## src/rtl/xgmii_pkg.sv

```systemverilog
// Shared XGMII control-character codes and frame-monitor state encoding.
package xgmii_pkg;

   localparam logic [7:0] XGMII_IDLE  = 8'h07;
   localparam logic [7:0] XGMII_START = 8'hFB;
   localparam logic [7:0] XGMII_TERM  = 8'hFD;
   localparam logic [7:0] XGMII_ERROR = 8'hFE;

   typedef enum logic {
      ST_IDLE  = 1'b0,
      ST_FRAME = 1'b1
   } state_t;

endpackage

```

## src/rtl/xgmii_lane_decode.sv

```systemverilog
// Combinational decode of one 8-lane XGMII word: first control lane and start positions.
module xgmii_lane_decode
   import xgmii_pkg::*;
(
   input  logic [63:0] rxd,
   input  logic [7:0]  rxc,
   output logic        any_ctrl,
   output logic [2:0]  first_ctrl_lane,
   output logic        first_is_term,
   output logic        first_is_error,
   output logic        start_l0,
   output logic        start_l4
);

   logic [7:0] first_byte;

   // Lane 0 is first on the wire, so the lowest set rxc bit wins.
   always_comb begin
      first_ctrl_lane = 3'd0;
      for (int i = 7; i >= 0; i--) begin
         if (rxc[i]) first_ctrl_lane = 3'(i);
      end
   end

   assign first_byte     = rxd[{first_ctrl_lane, 3'b000} +: 8];
   assign any_ctrl       = |rxc;
   assign first_is_term  = any_ctrl && (first_byte == XGMII_TERM);
   assign first_is_error = any_ctrl && (first_byte == XGMII_ERROR);
   assign start_l0       = rxc[0] && (rxd[7:0] == XGMII_START);
   assign start_l4       = rxc[4] && (rxd[39:32] == XGMII_START) && (&rxc[3:0]);

endmodule

```

## src/rtl/xgmii_rx_frame_monitor.sv

```systemverilog
// XGMII receive frame monitor: delimits frames, measures length, classifies and counts them.
module xgmii_rx_frame_monitor
   import xgmii_pkg::*;
#(
   parameter int DATA_WIDTH = 64,
   parameter int CTRL_WIDTH = DATA_WIDTH / 8,
   parameter int MIN_LEN    = 64,
   parameter int MAX_LEN    = 1518,
   parameter int CNT_WIDTH  = 32
) (
   input  logic                  rx_clk,
   input  logic                  rx_rst_n,
   input  logic [DATA_WIDTH-1:0] xgmii_rxd,
   input  logic [CTRL_WIDTH-1:0] xgmii_rxc,
   input  logic                  clr_stats,
   output logic                  frame_done,
   output logic [15:0]           frame_len,
   output logic                  frame_good,
   output logic                  frame_err,
   output logic                  in_frame,
   output logic [CNT_WIDTH-1:0]  frame_count,
   output logic [CNT_WIDTH-1:0]  bad_count
);

   localparam logic [15:0] MIN_L = 16'(MIN_LEN);
   localparam logic [15:0] MAX_L = 16'(MAX_LEN);

   function automatic logic [15:0] sat_add16(input logic [15:0] a, input logic [15:0] b);
      logic [16:0] s;
      s = {1'b0, a} + {1'b0, b};
      return s[16] ? 16'hFFFF : s[15:0];
   endfunction

   function automatic logic [CNT_WIDTH-1:0] sat_inc(input logic [CNT_WIDTH-1:0] v);
      return (&v) ? v : v + 1'b1;
   endfunction

   logic       any_ctrl, first_is_term, first_is_error, start_l0, start_l4;
   logic [2:0] first_ctrl_lane;

   xgmii_lane_decode u_decode (
      .rxd             (xgmii_rxd),
      .rxc             (xgmii_rxc),
      .any_ctrl        (any_ctrl),
      .first_ctrl_lane (first_ctrl_lane),
      .first_is_term   (first_is_term),
      .first_is_error  (first_is_error),
      .start_l0        (start_l0),
      .start_l4        (start_l4)
   );

   state_t      state, nstate;
   logic [15:0] cnt, ncnt, cnt_fin, len_c;
   logic        close_c, err_c, good_c, b2b;

   // A frame ending in lanes 0-3 may be followed by a new Start in lane 4 of the same word.
   assign b2b = (xgmii_rxc[7:4] == 4'b0001) && (xgmii_rxd[39:32] == XGMII_START)
                && !first_ctrl_lane[2];

   always_comb begin
      nstate  = state;
      ncnt    = cnt;
      close_c = 1'b0;
      cnt_fin = sat_add16(cnt, {13'd0, first_ctrl_lane});
      case (state)
         ST_IDLE: begin
            if (start_l0) begin
               nstate = ST_FRAME;
               ncnt   = 16'd7;
            end else if (start_l4) begin
               nstate = ST_FRAME;
               ncnt   = 16'd3;
            end
         end
         ST_FRAME: begin
            if (!any_ctrl) begin
               ncnt = sat_add16(cnt, 16'd8);
            end else begin
               close_c = 1'b1;
               nstate  = b2b ? ST_FRAME : ST_IDLE;
               ncnt    = b2b ? 16'd3 : 16'd0;
            end
         end
         default: nstate = ST_IDLE;
      endcase
      len_c  = (cnt_fin >= 16'd7) ? cnt_fin - 16'd7 : 16'd0;
      // Explicit Error, or any other non-Terminate control, ends the frame in error.
      err_c  = first_is_error || !first_is_term;
      good_c = !err_c && (len_c >= MIN_L) && (len_c <= MAX_L);
   end

   always_ff @(posedge rx_clk or negedge rx_rst_n) begin
      if (!rx_rst_n) begin
         state       <= ST_IDLE;
         cnt         <= '0;
         frame_done  <= 1'b0;
         frame_len   <= '0;
         frame_good  <= 1'b0;
         frame_err   <= 1'b0;
         frame_count <= '0;
         bad_count   <= '0;
      end else begin
         state      <= nstate;
         cnt        <= ncnt;
         frame_done <= close_c;
         if (close_c) begin
            frame_len  <= len_c;
            frame_good <= good_c;
            frame_err  <= err_c;
         end
         // A clear coinciding with a close still records that close.
         if (clr_stats) begin
            frame_count <= CNT_WIDTH'(close_c);
            bad_count   <= CNT_WIDTH'(close_c && !good_c);
         end else if (close_c) begin
            frame_count <= sat_inc(frame_count);
            if (!good_c) bad_count <= sat_inc(bad_count);
         end
      end
   end

   assign in_frame = (state == ST_FRAME);

endmodule
```

## config.mk

```make
export PLATFORM = sky130hd
export DESIGN_NAME = xgmii_rx_frame_monitor
export DESIGN_NICKNAME = d
export VERILOG_FILES = /design/src/rtl/xgmii_pkg.sv /design/src/rtl/xgmii_lane_decode.sv /design/src/rtl/xgmii_rx_frame_monitor.sv
export SDC_FILE = /design/constraint.sdc
export NUM_CORES = 1
export LEC_CHECK = 0
export BUFFER_PORTS_ARGS = -buffer_cell sky130_fd_sc_hd__buf_2
export CORE_AREA = 2 2 192 100
export CTS_BUF_LIST = sky130_fd_sc_hd__clkbuf_2
export DETAILED_ROUTE_END_ITERATION = 12
export DIE_AREA = 0 0 194 102
export GPL_TIMING_DRIVEN = 1
export PLACE_DENSITY_LB_ADDON = 0.08
export REMOVE_ABC_BUFFERS = 1
export SYNTH_ARGS = -nofsm -noshare
export SYNTH_HDL_FRONTEND = slang
export SYNTH_SLANG_ARGS = --single-unit
```

## constraint.sdc

```tcl
create_clock -name rx_clk -period 6.27 [get_ports rx_clk]
set_input_delay 0.627 -clock rx_clk [delete_from_list [all_inputs] [get_ports rx_clk]]
set_output_delay 0.627 -clock rx_clk [all_outputs]
set_load 0.01 [all_outputs]
```

Word-level counts from Yosys, hierarchy flattened. Index checks and enable logic that the tools add are counted.

Add/subtract/negate cells: 5. Order comparisons: 3. Equality and inequality tests: 9. Shift-type cells: 1. Mux-type cells: 30. Bitwise operators: 1. Reductions and logical operators: 22.

Operator list (count): 32-bit 2-to-1 mux (7); 16-bit 2-to-1 mux (6); 32-bit by 1-bit adder with 32-bit output, second input constant (2); 32-bit AND reduction (2); 64-bit by 7-bit variable part select with 8-bit output (1); 8-bit equality test, second input constant (4); 16-bit case mux with 2 select lines (1); 3-bit 2-to-1 mux (8); 16-bit by 3-bit adder with 17-bit output (1); 16-bit by 4-bit adder with 17-bit output, second input constant (1); 16-bit by 3-bit >= comparator with 1-bit output, second input constant (1); 16-bit by 7-bit >= comparator with 1-bit output, second input constant (1); 16-bit by 11-bit less-or-equal comparator with 1-bit output, second input constant (1); 16-bit by 3-bit subtractor with 16-bit output, second input constant (1); 1-bit logical AND (10); 8-bit OR reduction (1); 1-bit 2-to-1 mux (6); 2-bit inequality test, second input constant (3); 4-bit by 1-bit equality test with 1-bit output, second input constant (1); 1-bit logical NOT (4); 4-bit AND reduction (1); 3-bit inequality test, second input constant (1); 3-bit AND reduction (1); 2-bit 2-to-1 mux (1); 5 further kinds (5).

Register bits: 100. Input bits: 75. Output and inout bits: 84. Logic and storage cells: 79.

Logic depth before layout (Yosys ltp). Gate-level depths: netlist (run 1).

Word-level depth: 19. Mapped depth: 25. Depth with buffers taken out: 23.

Hierarchy. From an unflattened synthesis (run 1), not the netlist that was laid out.

Cell total of the unflattened synthesis: 778. Area, all modules: 6867.8 um^2.

Modules (own cells, without submodules): xgmii_rx_frame_monitor (instances 1, cells each 704, area each 6292.3 um^2); xgmii_lane_decode (instances 1, cells each 74, area each 575.6 um^2).

Worst setup path after synthesis (run 1). OpenSTA, ideal clock, no wires.

Path kind: input -> register. From: in xgmii_rxc[6]. To: reg bad_count[27]. Setup time: 0.078 ns. Data arrival time: 4.871 ns. Slack: 1.321 ns. Stages: 24. Buffers on the path: 1. Cell sequence: inv_1 > a21oi_1 > nor2_1 > nor2_1 > o31ai_1 > ha_1 > inv_1 > fa_1 > nor2b_4 > o2111ai_1 > or2_1 > clkbuf_1 > nand2b_1 > ha_1 > nand2_1 > and2_1 > inv_1 > nor2_1 > and4_1 > o41a_1 > o2111ai_4 > nand4_2 > or4_1 > a21oi_1.

Longest elaborated chain between the ends: 17. Elaborated cells on any way between the ends: 30.

RTL lines: start, declared (RTL line xgmii_rx_frame_monitor.sv:14) `input logic [CTRL_WIDTH-1:0] xgmii_rxc,`; branches (longest 16 deep; another with 16-bit by 3-bit adder with 17-bit output); 3-bit AND reduction (no source line) (*); end signal, assigned (RTL line xgmii_rx_frame_monitor.sv:114) `bad_count <= CNT_WIDTH'(close_c && !good_c);`; end signal, assigned (RTL line xgmii_rx_frame_monitor.sv:117) `if (!good_c) bad_count <= sat_inc(bad_count);`; end, declared (RTL line xgmii_rx_frame_monitor.sv:22) `output logic [CNT_WIDTH-1:0] bad_count`.

Mark *: on every way between the ends. A chain may end at the register's enable or synchronous reset.

Worst setup path in the final report (run 1).
From: in xgmii_rxc[6]. To: reg bad_count[11].

The elaborated chain is that of the path after synthesis.

==> results of run 1 <==
==> synth_stat cells, types with 7 or more instances <==
| library cell | instances | area (um^2) |
|---|---|---|
| nor2b_1 | 7 | 43.8 |
| or3_1 | 19 | 119 |
| and2_1 | 7 | 43.8 |
| nand3_1 | 35 | 175 |
| nor2_1 | 83 | 312 |
| and3_1 | 19 | 119 |
| dfrtp_1 | 99 | 2480 |
| o31ai_1 | 17 | 128 |
| a22o_1 | 9 | 78.8 |
| xor2_1 | 31 | 272 |
| inv_1 | 24 | 90.1 |
| a21oi_1 | 29 | 145 |
| nand2_1 | 85 | 319 |
| xnor2_1 | 26 | 228 |
| o21ai_0 | 39 | 195 |
| a31oi_1 | 7 | 43.8 |
| clkbuf_1 | 17 | 63.8 |
| nand4_1 | 23 | 144 |
| nor3_1 | 17 | 85.1 |
| ha_1 | 7 | 87.6 |
==> state kept, by name, summed over array words and instances (netlist names) <==
name	count
frame_good	1
bad_count	32
frame_err	1
cnt	15
frame_count	32
in_frame	1
frame_done	1
frame_len	16
==> how the worst max path moves through the flow <==
stage	startpoint	endpoint	slack (ns)	cells after the start
after detailed placement	xgmii_rxc[6]	bad_count[11]$_DFFE_PN0P_	0.29	23
after floorplan	xgmii_rxc[6]	bad_count[27]$_DFFE_PN0P_	1.29	22
after global placement	xgmii_rxc[6]	bad_count[27]$_DFFE_PN0P_	0.59	23
after CTS	xgmii_rxc[6]	bad_count[11]$_DFFE_PN0P_	0.98	23
after global routing	xgmii_rxc[6]	bad_count[11]$_DFFE_PN0P_	0.52	23
final	xgmii_rxc[6]	bad_count[11]$_DFFE_PN0P_	0.97	23
==> power breakdown <==
part	internal [W]	switching (W)
Clock	0.000134	0.000231
Combinational	0.000255	0.000407
Sequential	0.000685	0.0000470
Total	0.00107	0.000686
==> critical path, cell delays in order <==
cell	delay, ns
buf_2	0.11
inv_1	0.05
a21oi_1	0.06
nor2_1	0.08
nor2_1	0.05
o31ai_1	0.36
ha_1	0.28
inv_1	0.07
fa_1	0.47
nor2b_4	0.25
o2111ai_1	0.21
or2_1	0.38
nand2b_1	0.15
ha_1	0.25
nand2_1	0.17
nand3_1	0.13
a21oi_1	0.05
xor2_1	0.18
o41a_1	0.45
o2111ai_4	0.56
nand4_2	0.30
or3_1	0.44
a21oi_1	0.16
==> stage by stage <==
stage,total power [W],cell area [um^2],cells,hold WS (ns),utilization (%)
2_1_floorplan,0.00117,6130,688,0.331,-
3_3_place_gp,0.00139,7270,1092,0.466,40.3
3_5_place_dp,0.00140,7270,1092,0.466,40.3
4_1_cts,0.00178,7420,1109,0.271,41.1
5_1_grt,0.00188,7420,1109,0.298,41.1
6_report,0.00176,7420,1109,0.327,41.1
==> cells in the final DEF, fill, tap and decap left out, types with 17 or more instances in the layout <==
cell,instances
buf_2,157
dfrtp_1,99
nand2_1,85
nor2_1,83
o21ai_0,39
nand3_1,35
xor2_1,31
a21oi_1,29
xnor2_1,26
inv_1,24
nand4_1,23
and3_1,19
or3_1,19
nor3_1,17
o31ai_1,17
==> layout make-up <==
type / count / share of cell area, %
tap: 240 / 4.05
inverter: 24 / 1.21
clock buffer: 10 / 0.675
timing repair buffer: 165 / 11.4
sequential: 99 / 33.4
multi-input combinational: 565 / 48.0
clock inverter: 6 / 1.20
==> routing by layer <==
metal  vias to the layer above  share of wire [%]
li1                       2879                  -
met1                      2841                 56
met2                       173                 38
met3                        14                5.9
met4                         0               0.69
met5                         -                  0
==> kinds of logic (layout without fill, tap and decap cells) <==
logic type / Yosys count / after routing / synth area share, %
xor+xnor: 57 / 57 / 8.00
buf+inv: 48 / 205 / 3.23
flops: 99 / 99 / 39.7
mux: 13 / 13 / 2.29
simple gates: 342 / 342 / 28.5
compound gates: 144 / 144 / 16.4
fa+ha+maj: 9 / 9 / 1.88
==> metrics, run 1 <==
layout cells sized above 1=between 20% and 30%; pre-CTS setup slack=0.293 ns; critical path arrival=5.86 ns; Via density=roughly 5.3; hold buffers post-CTS=1; path category of the worst min-delay check=input port to flip-flop; destination of the worst hold path=cnt[2]$_DFFE_PN0P_; register bit total from synthesis=99; WS Path Type=input port to flip-flop; gr usage total=between 10% and 20%; Site Rows=35; # Post-CTS Setup Buffers=0; Resize count post-CTS=0; gr busiest metal=met1; full die area=about 0.020 mm^2; Worst setup SP type=input port; H-tree depth=3; crit path max fanout=18; met2 Use GR=between 20% and 30%; number of synthesized flops with an enable pin=0; TritonRoute pass-1 iters=5; IO buf count=158; Synth cell types=74; CTS tree=yes; Initial Util=roughly 35%; power per cell area=roughly 240 mW/mm^2; unrepaired setup endpoints after global routing=false; Worst R2R Start=cnt[1]$_DFFE_PN0P_; clock root buffer=clkbuf_2; RR Endpoint=bad_count[11]$_DFFE_PN0P_; Peak Freq=between 150 and 200 MHz; Hold Path Depth=4; syn avg cell area=8.76 um^2; number of antenna-violating nets in the routed design=0; # nets final=between 900 and 1000; Ports=~160; die height=between 100 and 150 um; die width=194 um; post-DP HPWL=about 15000 um; Area Growth Syn to Fin=18.8%; Post-synth ARST share=100%; initial antenna violation count=0; Sinks on Clock Net=around 100; WL per Instance=between 15 and 20 um; r2r setup slk=about 1.3 ns; Yosys warning total=0; hold_sp=xgmii_rxd[2]; Worst-Margin Slew=1.07 ns; Final TNS setup=0 ns; M3 GR Usage=4.42%; DR vias=slightly below 6000; Clock transition at path regs=between 0.2 and 0.3 ns; area of the multi-input gates=0.00356 mm^2; first-pass GRT wire length=30800 um; Max Cap Viol=0; worst reg2reg path depth=17; final WL=19300 um; status=finished, final reports clean; Hold Vio Cnt, Final=0; Fillers=around 1900; final setup fails=0; Overflow after GRT=0; synthesized area=~0.0062 mm^2; largest net degree at the start of global routing=65; Mapped Cells=about 710; vias in the first global route=between 5000 and 6000; Main synth FF type=dfrtp_1; GRT met1 Usage=32.2%; Bufs on Longest Clock Path=2; sequential fraction of the synthesis area=39.7%; Leak Pwr=3.40 nW; Required @ worst endpoint=between 6 and 7 ns; Final Cycle Share=between 80 and 90%; gp weighted congestion=0.869; drc violations=0; register area=approximately 0.0025 mm^2; CP endpoint kind=flip-flop; TritonCTS Buffers=9; initial detailed-routing violation count=406; Worst Skew=between 0.04 and 0.05 ns; fin worst setup slack=~0.97 ns; Max VDD drop=about 0.10 mV; minimum clock period=5.30 ns; Clk Latency, worst-skew pair=approximately 0.63 ns; Inserted Diodes=0; max_slew headroom=between 20% and 30%; Pins Over Slew Limit=0; CORE AREA=~0.018 mm^2
No activity file was read; power rests on OpenSTA's default activity.
==> run 2: changes to the inputs <==
==> constraint.sdc (replaced) <==
create_clock -name rx_clk -period 5 [get_ports rx_clk]
set_input_delay 0.5 -clock rx_clk [delete_from_list [all_inputs] [get_ports rx_clk]]
set_output_delay 0.5 -clock rx_clk [all_outputs]
set_load 0.01 [all_outputs]
==> run 2 against run 1 <==
Worst hold slack got worse by 0.15 ns. Global-route usage increased by 0.48 points. Design area increased by 3.9%. Final cell count increased by 3.3%. Core utilization increased by 1.6 points. Power increased by 36%. First-iteration DRC count increased by 29%. Register-to-register slack got worse by 0.62 ns. Combinational power increased by 51%. Largest cell class unchanged. Sequential power increased by 25%. Non-clock buffer count increased by 37.
==> metrics, run 2 (same netlist as run 1, synthesis figures left out) <==
path category of the worst min-delay check=input port to flip-flop; TritonCTS Buffers=9 (unchanged); post-DP HPWL=15400 um (+2.6%); Initial Util=34.6% (unchanged); first-pass GRT wire length=31400 um (+2.0%); Net Sw Frac=38.9% (about the same); power per cell area=309 mW/mm^2 (+30%); Placed Area=0.00756 mm^2 (+4.0%); worst stage delay on the critical path=0.49 ns (-0.07 ns); largest registers=bad_count x32, frame_count x32, frame_len x16; Inserted Diodes=0 (unchanged); crit path max fanout=8 (-10); initial detailed-routing violation count=524 (+29%); vias in the first global route=5660 (+2.6%); # nets final=984 (+3.9%); WL per Instance=17.3 um (-0.19%); number of antenna-violating nets in the routed design=0 (unchanged); Worst-Margin Slew=0.991 ns (-0.0829 ns); Clk Latency, worst-skew pair=0.66 ns (+0.03 ns); Hold Path Depth=4 (unchanged); fin worst setup slack=0.510 ns (-0.464 ns); die width=194 um (unchanged); CP Cell Sequence=buf_2 -> inv_1 -> a21oi_1 -> nor2_1 -> nor2_1 -> o31ai_1 -> ha_1 -> inv_1 -> fa_1 -> nor2b_4 -> o2111ai_1 -> or2_1 -> nand2b_1 -> ha_1 -> nand2_1 -> and2_1 -> inv_1 -> nor2_1 -> and4_1 -> o41a_1 -> o2111ai_4 -> nand4_2 -> or4_1 -> a21oi_1; final setup fails=0 (unchanged); internal power=0.00146 W (+36%); Worst Skew=0.0546 ns (+0.00757 ns); CORE AREA=0.0180 mm^2 (unchanged); Site Rows=35 (unchanged); drc violations=0 (unchanged); Final TNS setup=0 ns (unchanged); power share of the sequential group=38.5% (-3.1 points); Max VDD drop=0.170 mV (+66%); status=finished, final reports clean; Peak Freq=between 200 and 250 MHz; gr usage total=20.3% (+0.48 points); critical path arrival=5.08 ns (-0.78 ns); Final Cycle Share=89.8%; combinational power share=41.9% (+4.3 points); sw power=0.000928 W (+35%); unrepaired setup endpoints after global routing=false; Min Hold Slack=0.181 ns (-0.147 ns); most frequent cells in the layout=buf_2 (157), dfrtp_1 (99), nand2_1 (85); pre-CTS setup slack=-0.138 ns (-0.431 ns); Max Cap Viol=0 (unchanged); Via density=5.33 (+0.13%); TritonRoute pass-1 iters=5 (unchanged); die height=102 um (unchanged); max_slew headroom=33.7% (+5.3 points); CTS tree=yes; Required @ worst endpoint=5.59 ns (-1.24 ns); Hold Vio Cnt, Final=0 (unchanged); initial antenna violation count=0 (unchanged); final WL=19900 um (+3.1%); Ports=159 (unchanged); commonest non-fill, non-tap cell in the layout=buf_2; worst reg2reg path depth=13 (-4); H-tree depth=3 (unchanged); Overflow after GRT=0 (unchanged); Area Growth Syn to Fin=23.5%; largest net degree at the start of global routing=59 (-9.2%); Clock Power Share=19.6% (-1.1 points); Leak Pwr=3.59 nW (+5.5%); gp weighted congestion=0.970 (+12%); Bufs on Longest Clock Path=2 (unchanged); IO buf count=158 (unchanged); Clock transition at path regs=0.28 ns (about the same); DR vias=6112 (+3.5%); layout cells sized above 1=27.4% (+3.1 points); minimum clock period=roughly 4.5 ns; clock root buffer=clkbuf_2; Sinks on Clock Net=99 (unchanged); WS Path Type=input port to flip-flop; full die area=0.0198 mm^2 (unchanged); finished layout cell area=0.00771 mm^2 (+3.9%); Worst path slowest cell=o41a_1; Worst setup SP type=input port; Pins Over Slew Limit=0 (unchanged); CP endpoint kind=flip-flop
## run 2: final timing paths
check                                         startpoint                           to  slack [ns]
worst max-delay path                        xgmii_rxc[6]    bad_count[27]$_DFFE_PN0P_        0.51
worst min-delay path                        xgmii_rxd[2]           cnt[2]$_DFFE_PN0P_        0.18
worst max register to register        cnt[3]$_DFFE_PN0P_    bad_count[27]$_DFFE_PN0P_        0.67
worst min register to register  frame_len[1]$_DFFE_PN0P_     frame_len[1]$_DFFE_PN0P_        0.52
max in group asynchronous                       rx_rst_n    bad_count[17]$_DFFE_PN0P_        3.49
min in group asynchronous                       rx_rst_n  frame_count[29]$_DFFE_PN0P_        0.41
## run 2: through the flow
stage / utilization [%] / power [W] / std cells
2_1_floorplan: - / 0.00147 / 688
3_3_place_gp: 41.9 / 0.00189 / 1129
3_5_place_dp: 41.9 / 0.00191 / 1129
4_1_cts: 42.7 / 0.00239 / 1146
5_1_grt: 42.7 / 0.00253 / 1146
6_report: 42.7 / 0.00238 / 1146
## run 2: what timing repair did
action | 4_1_cts | 5_1_grt
endpoints found under the hold margin | 57 | 0
gates resized for setup | 0 | 0
hold buffers | 1 | 0
setup buffers | 0 | 0
## run 2: per-layer routing
metal  GRT usage, %  vias up  wire [um]
met5              0        -          0
met4           4.31        0        178
met3           5.28       16       1440
met2           26.1      199       7390
met1           32.8     2945      10900
li1               -     2952          -
## run 2: final cells by class
cell class                      count  area, um^2
Clock buffer                       10        50.0
Clock inverter                      6        90.1
Fill cell                        1810       10300
Inverter                           24        90.1
Multi-Input combinational cell    565        3560
Sequential cell                    99        2480
Tap cell                          240         300
Timing Repair Buffer              202        1140
## run 2: power groups by stage
stage / registers [W] / logic [W] / clock network, W
2_1_floorplan: 0.000936 / 0.000532 / 0
3_3_place_gp: 0.000931 / 0.000963 / 0
3_5_place_dp: 0.000932 / 0.000980 / 0
4_1_cts: 0.000918 / 0.000988 / 0.000480
5_1_grt: 0.000928 / 0.00109 / 0.000512
6_report: 0.000918 / 0.000998 / 0.000468
## run 2: critical path, delay by kind of cell
| family | cells | cell delay [ns] |
|---|---|---|
| simple gates | 11 | 2.09 |
| compound gates | 6 | 1.35 |
| fa+ha+maj | 3 | 0.85 |
| buf+inv | 4 | 0.28 |
==> run 3: changes to the inputs <==
--- a/config.mk
+++ b/config.mk
@@ -11,8 +11,8 @@
 export DETAILED_ROUTE_END_ITERATION = 12
 export DIE_AREA = 0 0 194 102
 export GPL_TIMING_DRIVEN = 1
-export PLACE_DENSITY_LB_ADDON = 0.08
 export REMOVE_ABC_BUFFERS = 1
+export SETUP_SLACK_MARGIN = 0.2
 export SYNTH_ARGS = -nofsm -noshare
 export SYNTH_HDL_FRONTEND = slang
 export SYNTH_SLANG_ARGS = --single-unit
==> constraint.sdc (replaced) <==
create_clock -name rx_clk -period 5 [get_ports rx_clk]
set_input_delay 0.25 -clock rx_clk [delete_from_list [all_inputs] [get_ports rx_clk]]
set_output_delay 0.25 -clock rx_clk [all_outputs]
set_load 0.01 [all_outputs]
==> run 3 against run 2 <==
Routed wire length is 3.3% lower. Fmax is 1.6% lower. Sequential cell count stayed put. Power is 7.7% lower. Via count is 1.4% lower. Non-clock buffer count is 15 lower. Core utilization is 0.60 points lower. Critical path depth is 1 lower. First-iteration DRC count is 5.0% lower. Largest power group is now registers.
==> metrics, run 3 (same netlist as run 1, synthesis figures left out) <==
Bufs on Longest Clock Path=2 (unchanged); Area Growth Syn to Fin=21.8%; path category of the worst min-delay check=input port to flip-flop; Inserted Diodes=0 (unchanged); gp weighted congestion=0.942 (-2.8%); Site Rows=35 (unchanged); post-DP HPWL=15000 um (-2.3%); final setup fails=0 (unchanged); most frequent cells in the layout=buf_2 (157), dfrtp_1 (99), nand2_1 (85); Worst R2R Start=cnt[1]$_DFFE_PN0P_; Hold Path Depth=5 (+1); drc violations=0 (unchanged); Sinks on Clock Net=99 (unchanged); WS Path Type=input port to flip-flop; Min Hold Slack=0.0582 ns (-0.122 ns); Overflow after GRT=0 (unchanged); WL per Instance=17.0 um (-1.9%); first-pass GRT wire length=30500 um (-2.7%); status=finished, final reports clean; Initial Util=34.6% (unchanged); destination of the worst hold path=cnt[2]$_DFFE_PN0P_; IO buf count=158 (unchanged); Final Power=0.00220 W (-7.7%); H-tree depth=3 (unchanged); Clk Latency, worst-skew pair=0.64 ns (-0.02 ns); TritonRoute pass-1 iters=5 (unchanged); commonest non-fill, non-tap cell in the layout=buf_2; max_slew headroom=22.4% (-11 points); clock root buffer=clkbuf_2; Max Cap Viol=0 (unchanged); vias in the first global route=5461 (-3.5%); Worst setup SP type=input port; minimum clock period=4.56 ns (+0.0745 ns); Clock transition at path regs=0.27 ns (about the same); Pins Over Slew Limit=0 (unchanged); full die area=0.0198 mm^2 (unchanged); die height=102 um (unchanged); TritonCTS Buffers=9 (unchanged); Max VDD drop=0.213 mV (+25%); CP endpoint kind=flip-flop; final WL=19200 um (-3.3%); DR vias=6028 (-1.4%); initial antenna violation count=0 (unchanged); power per cell area=290 mW/mm^2 (-6.4%); Worst Skew=0.0622 ns (+0.00761 ns); gr busiest metal=met1; unrepaired setup endpoints after global routing=false; layout cells sized above 1=26.3% (-1.1 points); M3 GR Usage=6.30% (+1.0 points); Via density=5.33 (about the same); critical path arrival=5.08 ns (about the same); largest registers=bad_count x32, frame_count x32, frame_len x16; CTS tree=yes; Required @ worst endpoint=5.52 ns (-0.07 ns); largest net degree at the start of global routing=62 (+5.1%); r2r setup slk=0.74 ns (+0.07 ns); die width=194 um (unchanged); hold_sp=xgmii_rxd[4]; # nets final=969 (-1.5%); Ports=159 (unchanged); met2 Use GR=22.7% (-3.3 points); crit path max fanout=10 (+2); worst reg2reg path depth=17 (+4); Hold Vio Cnt, Final=0 (unchanged); RR Endpoint=bad_count[30]$_DFFE_PN0P_; Post-Route Utilization=42.1% (-0.60 points); initial detailed-routing violation count=498 (-5.0%); CORE AREA=0.0180 mm^2 (unchanged); number of antenna-violating nets in the routed design=0 (unchanged); gr usage total=19.7% (-0.56 points); GRT met1 Usage=33.5% (+0.71 points); Final TNS setup=0 ns (unchanged); Peak Freq=219 MHz (-1.6%); Final Cycle Share=91.3% (+1.5 points); Worst-Margin Slew=1.16 ns (+0.173 ns); Leak Pwr=3.50 nW (-2.5%)
## run 3: timing repair
action | 4_1_cts | 5_1_grt
hold endpoints to repair | 40 | 0
resized for setup | 0 | 7
hold buffers | 3 | 0
setup buffers | 0 | 3
setup endpoints to repair | 0 | 30
## run 3: worst max-delay path, stage by stage
cell and delay, ns:
dlygate4sd3_1 0.52, buf_2 0.13, a21oi_1 0.04, nor2_1 0.09
nor2_1 0.05, o31ai_2 0.22, ha_2 0.25, inv_1 0.06
fa_2 0.38, nor2b_4 0.17, buf_4 0.15, o211ai_1 0.14
a2111oi_4 0.40, o21bai_2 0.18, a2111oi_2 0.44, nand3_1 0.14
xor2_1 0.33, nor4b_4 0.10, o2111ai_4 0.14, buf_12 0.18
nand2_4 0.11, nor3_1 0.29, mux2_4 0.32
## run 3: final cells by class
| cell class | instances | area [um^2] |
|---|---|---|
| clock buffers | 10 | 50.0 |
| clock inverters | 5 | 55.1 |
| fillers | 1851 | 10400 |
| inverters | 24 | 90.1 |
| multi-input cells | 565 | 3590 |
| flip-flops and latches | 99 | 2480 |
| well taps | 240 | 300 |
| repair buffers | 187 | 1030 |
## run 3: routing by layer
metal  wire length (um)  part of all wire, %
met3               1880                  9.8
met4                 77                 0.40
met2               6610                   34
met5                  0                    0
met1              10600                   55
## run 3: per-stage QoR
step           setup slack, ns  instances  area (um^2)
5_1_grt                  0.189       1130         7600
4_1_cts                  0.278       1127         7530
2_1_floorplan            0.402        688         6130
3_5_place_dp            0.0828       1109         7390
3_3_place_gp             0.196       1109         7390
6_report                 0.435       1130         7600
## run 3: how the worst max path moves through the flow
stage | end | cells after the start | from
2_1_floorplan | bad_count[27]$_DFFE_PN0P_ | 22 | xgmii_rxc[6]
3_3_place_gp | bad_count[2]$_DFFE_PN0P_ | 25 | xgmii_rxc[6]
3_5_place_dp | bad_count[2]$_DFFE_PN0P_ | 25 | xgmii_rxc[6]
4_1_cts | bad_count[27]$_DFFE_PN0P_ | 24 | xgmii_rxc[5]
5_1_grt | bad_count[14]$_DFFE_PN0P_ | 25 | xgmii_rxc[5]
6_report | bad_count[30]$_DFFE_PN0P_ | 23 | xgmii_rxc[5]
## run 3: power breakdown
group	internal [W]	total, W	switching (W)	leakage, nW
Clock	0.000113	0.000391	0.000278	0.0654
Sequential	0.000859	0.000908	0.0000495	1.36
Combinational	0.000371	0.000901	0.000530	2.07
